`src/rtl/imem_loader.sv`:
```
// Byte-serial program loader: assembles big-endian 32-bit words from a valid/ready
// stream and writes them to instruction memory, holding the CPU until the image is in.
module imem_loader #(
  parameter int unsigned              ADDR_WIDTH = 64,
  parameter logic [ADDR_WIDTH-1:0]    BASE_ADDR  = '0,
  parameter int unsigned              MAX_WORDS  = 16
) (
  input  logic                  CLOCK,
  input  logic                  RESET,
  input  logic                  LOAD_START,
  input  logic [7:0]            BYTE_IN,
  input  logic                  BYTE_VALID,
  output logic                  BYTE_READY,
  output logic                  IMEM_WRITE,
  output logic [ADDR_WIDTH-1:0] IMEM_ADDR,
  output logic [31:0]           IMEM_WDATA,
  output logic                  CPU_HOLD,
  output logic                  LOAD_DONE,
  output logic                  LOAD_ERROR,
  output logic [15:0]           WORDS_LOADED
);

  typedef enum logic [3:0] {
    IDLE, LEN_HI, LEN_LO, B0, B1, B2, B3, WRITE, DONE
  } state_t;

  state_t                state;
  logic [15:0]           word_count;
  logic [15:0]           word_index;
  logic [23:0]           partial;
  logic                  accept;
  logic                  in_range;
  logic                  last_word;
  logic [ADDR_WIDTH-1:0] word_addr;

  assign accept    = BYTE_VALID && BYTE_READY;
  assign in_range  = {16'd0, word_index} < MAX_WORDS;
  assign last_word = ({1'b0, word_index} + 17'd1) == {1'b0, word_count};
  // Byte address of the word in flight; wraps at ADDR_WIDTH like the PC does.
  assign word_addr = BASE_ADDR + ADDR_WIDTH'({word_index, 2'b00});

  // NOTE: every register here, outputs included, is assigned non-blocking so each
  // branch sees the pre-edge values no matter the statement order.
  always_ff @(posedge CLOCK or posedge RESET) begin
    if (RESET) begin
      state        <= IDLE;
      BYTE_READY   <= 1'b0;
      IMEM_WRITE   <= 1'b0;
      IMEM_ADDR    <= BASE_ADDR;
      IMEM_WDATA   <= '0;
      CPU_HOLD     <= 1'b1;
      LOAD_DONE    <= 1'b0;
      LOAD_ERROR   <= 1'b0;
      WORDS_LOADED <= '0;
      word_count   <= '0;
      word_index   <= '0;
      partial      <= '0;
    end else begin
      IMEM_WRITE <= 1'b0;
      case (state)
        IDLE, DONE: begin
          if (LOAD_START) begin
            state        <= LEN_HI;
            BYTE_READY   <= 1'b1;
            CPU_HOLD     <= 1'b1;
            LOAD_DONE    <= 1'b0;
            LOAD_ERROR   <= 1'b0;
            WORDS_LOADED <= '0;
            word_index   <= '0;
          end
        end
        LEN_HI: begin
          if (accept) begin
            word_count[15:8] <= BYTE_IN;
            state            <= LEN_LO;
          end
        end
        LEN_LO: begin
          if (accept) begin
            word_count[7:0] <= BYTE_IN;
            if ({word_count[15:8], BYTE_IN} == 16'd0) begin
              state      <= DONE;
              BYTE_READY <= 1'b0;
              CPU_HOLD   <= 1'b0;
              LOAD_DONE  <= 1'b1;
            end else begin
              state <= B0;
            end
          end
        end
        B0: begin
          if (accept) begin
            partial[23:16] <= BYTE_IN;
            state          <= B1;
          end
        end
        B1: begin
          if (accept) begin
            partial[15:8] <= BYTE_IN;
            state         <= B2;
          end
        end
        B2: begin
          if (accept) begin
            partial[7:0] <= BYTE_IN;
            state        <= B3;
          end
        end
        B3: begin
          // The strobe is registered here so it is high during the WRITE cycle.
          if (accept) begin
            state      <= WRITE;
            BYTE_READY <= 1'b0;
            if (in_range) begin
              IMEM_WRITE   <= 1'b1;
              IMEM_ADDR    <= word_addr;
              IMEM_WDATA   <= {partial, BYTE_IN};
              WORDS_LOADED <= WORDS_LOADED + 16'd1;
            end else begin
              LOAD_ERROR <= 1'b1;
            end
          end
        end
        WRITE: begin
          word_index <= word_index + 16'd1;
          if (last_word) begin
            state     <= DONE;
            CPU_HOLD  <= 1'b0;
            LOAD_DONE <= 1'b1;
          end else begin
            state      <= B0;
            BYTE_READY <= 1'b1;
          end
        end
        default: begin
          state      <= IDLE;
          BYTE_READY <= 1'b0;
        end
      endcase
    end
  end

endmodule

```
`config.mk`:
```
export PLATFORM = sky130hd
export DESIGN_NAME = imem_loader
export DESIGN_NICKNAME = d
export VERILOG_FILES = /design/src/rtl/imem_loader.sv
export SDC_FILE = /design/constraint.sdc
export NUM_CORES = 1
export LEC_CHECK = 0
export ABC_CLOCK_PERIOD_IN_PS = 7400
export CORE_ASPECT_RATIO = 1.5
export CORE_MARGIN = 2
export CORE_UTILIZATION = 50
export CTS_CLUSTER_DIAMETER = 100
export DETAILED_ROUTE_END_ITERATION = 8
export DONT_BUFFER_PORTS = 1
export HOLD_SLACK_MARGIN = 0.08
export SLEW_MARGIN = 20
export SYNTH_ARGS = -nofsm -noshare
export SYNTH_HDL_FRONTEND = slang
export SYNTH_SLANG_ARGS = --single-unit
```
`constraint.sdc`:
```
create_clock -name CLOCK -period 7.4 [get_ports CLOCK]
set_clock_uncertainty 0.15 [all_clocks]
set_input_delay 0.74 -clock CLOCK [delete_from_list [all_inputs] [get_ports CLOCK]]
set_output_delay 0.74 -clock CLOCK [all_outputs]
set_load 0.02 [all_outputs]
```
==> run_results.csv, run 1 <==
group,metric,value,unit
layout,final_common_cell,"dfrtp_1",
detailed_routing,detail_route.wl_per_cell,18.9,um
detailed_routing,ant_nets,0,
floorplan,core_area,0.0124,mm^2
logic_synthesis,post-synth-top-area-cell,"dfrtp_1",
detailed_routing,drt_first_iter_violations,288,
floorplan,fp.dieH,142,um
place,place_ws,4.50,ns
floorplan,start_util,0.509,
logic_synthesis,synth-edff-count,0,
clocking,cts_buffers,17,
worst_setup_path,crit_path_end_kind,"flop",
power,powerDensity,233,mW/mm^2
timing,tightest_slew,1.08,ns
global_route,busiest_layer,"met2",
place,io_buffers,0,
clocking,clkSinkCount,129,
logic_synthesis,synth.area.top_cells,"dfrtp_1, mux2_2, buf_4",
worst_setup_path,critPathBufInv,0,
detailed_routing,first_pass_iters,4,
logic_synthesis,syn_inst,553,
logic_synthesis,yosysSeqAreaShare,0.510,
clocking,htreeDepth,4,
logic_synthesis,synth_area,0.00633,mm^2
global_route,grt_pass1_wl,21.9,mm
place,gp_congestion,0.865,
job,drv_cap,0,
detailed_routing,via_count,4139,
clocking,cts_buffer_depth,2,
floorplan,fp-row-count,50,
clocking,cts_hold_buf,0,
logic_synthesis,syn_area_per_cell,11.5,um^2
worst_setup_path,start_kind,"flop",
timing,worst_slack,4.43,ns
logic_synthesis,synthArstFlopShare,1.00,
power,ir_drop,0.189,mV
global_route,grt_max_degree,78,
clocking,insertion_delay,0.41,ns
timing,fmax,337,MHz
global_route,grt_pass1_vias,4203,
worst_setup_path,slowest_delay,0.50,ns
worst_setup_path,crit_chain,"ha_1, and4_2, a21oi_1, a2111oi_0, nor4b_1, nand4_1, a221o_1",
clocking,post_cts_buffers,0,
clocking,clkTransAtPathRegs,0.06,ns
logic_synthesis,synthDistinctLibCells,64,
floorplan,pin_count,129,
clocking,cts_resized,0,
worst_setup_path,startpoint,"word_index[0]$_DFFE_PP0P_",
layout,n_antenna_cell,0,
global_route,grt_use_met2,0.353,
place,hpwl,9.38,mm
global_route,globalRouteOverflowTotal,0,
clocking,cts_tree,"yes",
status,status,"complete, no violations",
worst_setup_path,path_max_fanout,8,
worst_setup_path,cp.required,7.55,ns
worst_setup_path,cp.arrival,3.12,ns
global_route,grt_use_total,0.211,
global_route,antenna_found_initial,0,
layout,syn_to_final_growth,8.69,%
detailed_routing,detail_route.vias_per_cell,5.76,
timing,min_period,2.97,ns
timing,slew-limit-headroom,0.275,
worst_hold_path,min_path_type,"primary input to async pin",
detailed_routing,drc,0,
timing,rsz0062_at_grt,"no",
floorplan,fp.dieW,95.9,um
logic_synthesis,synth_top_area_frac,0.506,
power,p_leak,3.25,nW
timing,hold_viol_final,0,
global_route,use_met3,0.0579,
layout,layout_common_cells,"dfrtp_1, mux2_2, conb_1, nor2_1, nand2_1",
timing,setup_viol,0,
layout,drive_gt1_frac,0.238,
floorplan,die_area,0.0136,mm^2
clocking,root_buffer,"clkbuf_16",
layout,final_nets,564,
worst_setup_path,crit_family,"simple AND/OR/NAND/NOR gates",
logic_synthesis,synth-seq-cells,129,
timing,final_max_slew_viol_count,0,
detailed_routing,routed_wl,13.6,mm
logic_synthesis,yosys_warnings,0,
worst_setup_path,r2r_start,"word_index[0]$_DFFE_PP0P_",
timing,fin_crit_sh,0.401,
layout,fin_util,0.553,
global_route,use_met1,0.254,
logic_synthesis,ys.flop_type,"dfrtp_1",
worst_setup_path,cpMaxStageDelayCell,"a2111oi_0",
worst_setup_path,path_class,"flop to flop",
timing,tns,0,ns
-- metrics by stage --
| stage | hold slack, ns | total power, W | area, um^2 | std cells |
|---|---|---|---|---|
| after floorplan | 0.324 | 0.000779 | 6510 | 600 |
| after global placement | 0.332 | 0.000765 | 6270 | 686 |
| after detailed placement | 0.340 | 0.000765 | 6270 | 686 |
| after CTS | 0.288 | 0.00162 | 6870 | 718 |
| after global routing | 0.309 | 0.00166 | 6890 | 719 |
| final | 0.252 | 0.00160 | 6890 | 719 |
-- cells by family after synthesis --
| group | count (synthesis) | synth area share |
|---|---|---|
| XOR/XNOR | 29 | 0.0423 |
| flip-flops | 129 | 0.510 |
| AND/OR/NAND/NOR | 159 | 0.148 |
| adder cells (fa/ha/maj) | 2 | 0.00395 |
| multiplexers | 80 | 0.142 |
| other | 1 | 0.000592 |
| buffers and inverters | 80 | 0.0802 |
| AO/OA/AOI/OAI | 73 | 0.0735 |
-- worst paths after layout --
path	endpoint	cells past startpoint	slack (ns)
min in group CLOCK	partial[12]$_DFFE_PP0P_	1	0.32
setup / recovery	state[0]$_DFFE_PP0P_	7	4.43
max in group asynchronous	word_count[15]$_DFFE_PP0P_	2	5.61
hold / removal	IMEM_ADDR[10]$_DFFE_PP0P_	1	0.25
setup reg to reg	state[0]$_DFFE_PP0P_	7	4.43
hold reg to reg	IMEM_WDATA[29]$_DFFE_PP0P_	1	0.35
-- where the power goes --
group	switching, W	internal (W)
Clock	0.000335	0.000516
Sequential	0.00000455	0.000707
Combinational	0.0000371	0.00000300
-- final cells by class --
cell class                 count  area, um^2
tap                          156         195
sequential                   129        3230
clock inverter                14         165
timing repair buffer           6        48.8
inverter                       5        21.3
clock buffer                  18         439
multi-input combinational    391        2790
fill                        1053        5560
-- metal layers --
layer | wire length [um] | part of all wire | vias up
met3 | 867 | 0.064 | 35
met2 | 7070 | 0.52 | 141
met5 | 0 | 0 | -
met4 | 383 | 0.028 | 0
met1 | 5260 | 0.39 | 2084
li1 | - | - | 1879
-- state kept, by name (all words and copies together), names as in the netlist --
register	count
CPU_HOLD	1
WORDS_LOADED	16
word_index	16
IMEM_WRITE	1
partial	24
LOAD_DONE	1
BYTE_READY	1
state	4
IMEM_ADDR	16
LOAD_ERROR	1
word_count	16
IMEM_WDATA	32
-- cell usage after synthesis (3+ instances only) --
library cell,number
dfrtp_1,128
mux2_2,77
buf_4,51
nor2_1,30
nand2_1,28
o21ai_0,27
xnor2_1,23
a21oi_1,15
clkbuf_1,15
nand3_1,15
nor2b_1,13
nor4_1,13
nor3_1,10
buf_2,7
o31ai_1,6
and4_1,5
inv_1,5
nand2b_1,5
nor4b_1,5
xor2_1,5
nand4_1,4
a31oi_1,3
and3_1,3
mux2i_1,3
nor3b_1,3
or3_1,3
No activity file was read; power rests on OpenSTA's default activity.
==> inputs of run 2 (changes only) <==
--- a/config.mk
+++ b/config.mk
@@ -5,7 +5,7 @@
 export SDC_FILE = /design/constraint.sdc
 export NUM_CORES = 1
 export LEC_CHECK = 0
-export ABC_CLOCK_PERIOD_IN_PS = 7400
+export ABC_CLOCK_PERIOD_IN_PS = 2500
 export CORE_ASPECT_RATIO = 1.5
 export CORE_MARGIN = 2
 export CORE_UTILIZATION = 50
@@ -13,6 +13,7 @@
 export DETAILED_ROUTE_END_ITERATION = 8
 export DONT_BUFFER_PORTS = 1
 export HOLD_SLACK_MARGIN = 0.08
+export PLACE_DENSITY = 0.68
 export SLEW_MARGIN = 20
 export SYNTH_ARGS = -nofsm -noshare
 export SYNTH_HDL_FRONTEND = slang
==> constraint.sdc (replaced) <==
create_clock -name CLOCK -period 2.5 [get_ports CLOCK]
set_clock_uncertainty 0.15 [all_clocks]
set_input_delay 0.25 -clock CLOCK [delete_from_list [all_inputs] [get_ports CLOCK]]
set_output_delay 0.25 -clock CLOCK [all_outputs]
set_load 0.02 [all_outputs]
==> run_results.csv, run 2 (same netlist as run 1, synthesis figures left out) <==
group,metric,value,unit
status,status,"finished with violations",
status,violations,"setup timing",
power,p_leak,3.64,nW
worst_setup_path,cpMaxStageDelayCell,"or4_4",
global_route,busiest_layer,"met2",
worst_setup_path,cp.required,2.64,ns
detailed_routing,drc,0,
timing,min_period,2.52,ns
global_route,globalRouteOverflowTotal,0,
place,gp_congestion,0.955,
timing,rsz0062_at_grt,"yes",
global_route,grt_use_met2,0.381,
floorplan,die_area,0.0136,mm^2
global_route,grt_pass1_vias,4513,
global_route,grt_use_total,0.231,
layout,drive_gt1_frac,0.331,
detailed_routing,first_pass_iters,5,
detailed_routing,detail_route.wl_per_cell,19.4,um
floorplan,fp.dieH,142,um
power,p_int,0.00365,W
worst_setup_path,path_class,"flop to flop",
floorplan,fp.dieW,95.9,um
worst_setup_path,path_max_fanout,4,
timing,fmax,397,MHz
timing,worst_slack,-0.0192,ns
worst_setup_path,crit_path_end_kind,"flop",
power,powerDensity,633,mW/mm^2
clocking,insertion_delay,0.41,ns
power,p_switching,0.00115,W
worst_hold_path,min_path_type,"primary input to flop",
worst_setup_path,crit_path_frequent_cell,"or4_4",
power,ir_drop,0.511,mV
global_route,use_met1,0.277,
detailed_routing,ant_nets,0,
floorplan,fp-row-count,50,
layout,final_common_cell,"dfrtp_1",
clocking,clkSinkCount,129,
place,io_buffers,0,
worst_setup_path,start_kind,"flop",
global_route,use_met3,0.0600,
layout,largest_reg_flops,32,
clocking,cts_tree,"yes",
layout,syn_to_final_growth,19.5,%
worst_setup_path,cp.arrival,2.66,ns
layout,seqCellArea,0.00323,mm^2
detailed_routing,via_count,4496,
global_route,antenna_found_initial,0,
detailed_routing,detail_route.vias_per_cell,5.75,
layout,fin_util,0.608,
layout,layout_common_cells,"dfrtp_1, mux2_2, buf_4, conb_1, nor2_1",
clocking,cts_buffer_depth,2,
layout,top_regs,"IMEM_WDATA (32), partial (24)",
power,combPwrFrac,0.032,
layout,n_antenna_cell,0,
timing,final_max_slew_viol_count,0,
layout,multi_input_area,0.00294,mm^2
clocking,root_buffer,"clkbuf_16",
layout,n_fill_cell,939,
clocking,htreeDepth,4,
job,drv_cap,0,
worst_setup_path,crit_family,"simple AND/OR/NAND/NOR gates",
power,p_seq_frac,0.439,
floorplan,core_area,0.0124,mm^2
timing,setup_viol,1,
detailed_routing,routed_wl,15.1,mm
worst_setup_path,slowest_delay,0.50,ns
timing,fin_crit_sh,1.01,
timing,slew-limit-headroom,0.507,
timing,whs,0.111,ns
power,swShare,0.239,
layout,final_nets,627,
timing,tightest_slew,0.740,ns
global_route,grt_pass1_wl,23.7,mm
place,hpwl,10.1,mm
detailed_routing,drt_first_iter_violations,298,
worst_setup_path,critPathBufInv,0,
power,p_clk_frac,0.529,
clocking,cts_buffers,17,
worst_setup_path,crit_chain,"ha_4, nand4_4, or4_4, or4_4, o211ai_2, nand4_1, a221o_1",
place,place_ws,-0.0688,ns
global_route,grt_max_degree,130,
clocking,clkTransAtPathRegs,0.06,ns
layout,regMostFlops,"IMEM_WDATA",
floorplan,start_util,0.509,
timing,hold_viol_final,0,
floorplan,pin_count,129,
-- run 2: cell count changes in the layout (fill, tap and decap cells not counted), moves of 3 or more --
cell	delta
buf_4	+52
dlygate4sd3_1	+10
nor4_1	-5
dfrtp_1	-4
dfrtp_2	+4
nor4b_1	-4
nor4_4	+3
-- run 2: area by class of cell --
class / instances / share of cell area
clock inverter: 14 / 0.0222
tap: 156 / 0.0258
inverter: 5 / 0.00298
sequential: 129 / 0.427
clock buffer: 18 / 0.0580
multi-input combinational: 391 / 0.389
timing repair buffer: 69 / 0.0751
-- run 2: power groups by stage --
stage	clock network [W]	registers, W	logic [W]
after floorplan	0	0.00214	0.000165
after global placement	0	0.00214	0.000124
after detailed placement	0	0.00214	0.000127
after CTS	0.00258	0.00210	0.000156
after global routing	0.00266	0.00210	0.000175
final	0.00253	0.00210	0.000154
-- run 2: worst paths after layout --
check	slack, ns	cells past startpoint	from	to
max	-0.02	7	word_index[1]$_DFFE_PP0P_	state[0]$_DFFE_PP0P_
min	0.11	3	BYTE_VALID	LOAD_DONE$_DFFE_PP0P_
max reg2reg	-0.02	7	word_index[1]$_DFFE_PP0P_	state[0]$_DFFE_PP0P_
min reg2reg	0.35	1	partial[3]$_DFFE_PP0P_	partial[3]$_DFFE_PP0P_
max in group asynchronous	1.29	3	RESET	WORDS_LOADED[13]$_DFFE_PP0P_
min in group asynchronous	0.33	3	RESET	word_index[9]$_DFFE_PP0P_
-- run 2: through the flow --
stage               cells  instance area, um^2  power (W)  setup TNS, ns
finish                782                 7570    0.00479        -0.0192
global route          782                 7570    0.00494         -0.305
CTS                   779                 7410    0.00484        -0.0591
detailed placement    734                 6670    0.00227         -0.144
global placement      734                 6670    0.00227        -0.0489
floorplan             600                 6530    0.00231        -0.0295
-- run 2: repair_timing --
action | in CTS | in global routing
resized for setup | 4 | 21
setup buffers | 3 | 3
gates cloned | 0 | 0
endpoints found under the setup margin | 3 | 15
pin swaps | 3 | 4
hold buffers | 10 | 0
endpoints found under the hold margin | 177 | 0
-- run 2: worst min-delay path: cells and delay by family --
| kind | cells | cell delay (ns) |
|---|---|---|
| simple gates | 1 | 0.06 |
| buf+inv | 1 | 0.19 |
| compound gates | 1 | 0.12 |
-- run 2: per-layer routing --
layer,part of all wire,vias to the layer above,wire length (um)
li1,-,2012,-
met1,0.38,2240,5790
met2,0.51,205,7790
met3,0.064,39,962
met4,0.040,0,607
met5,0,-,0
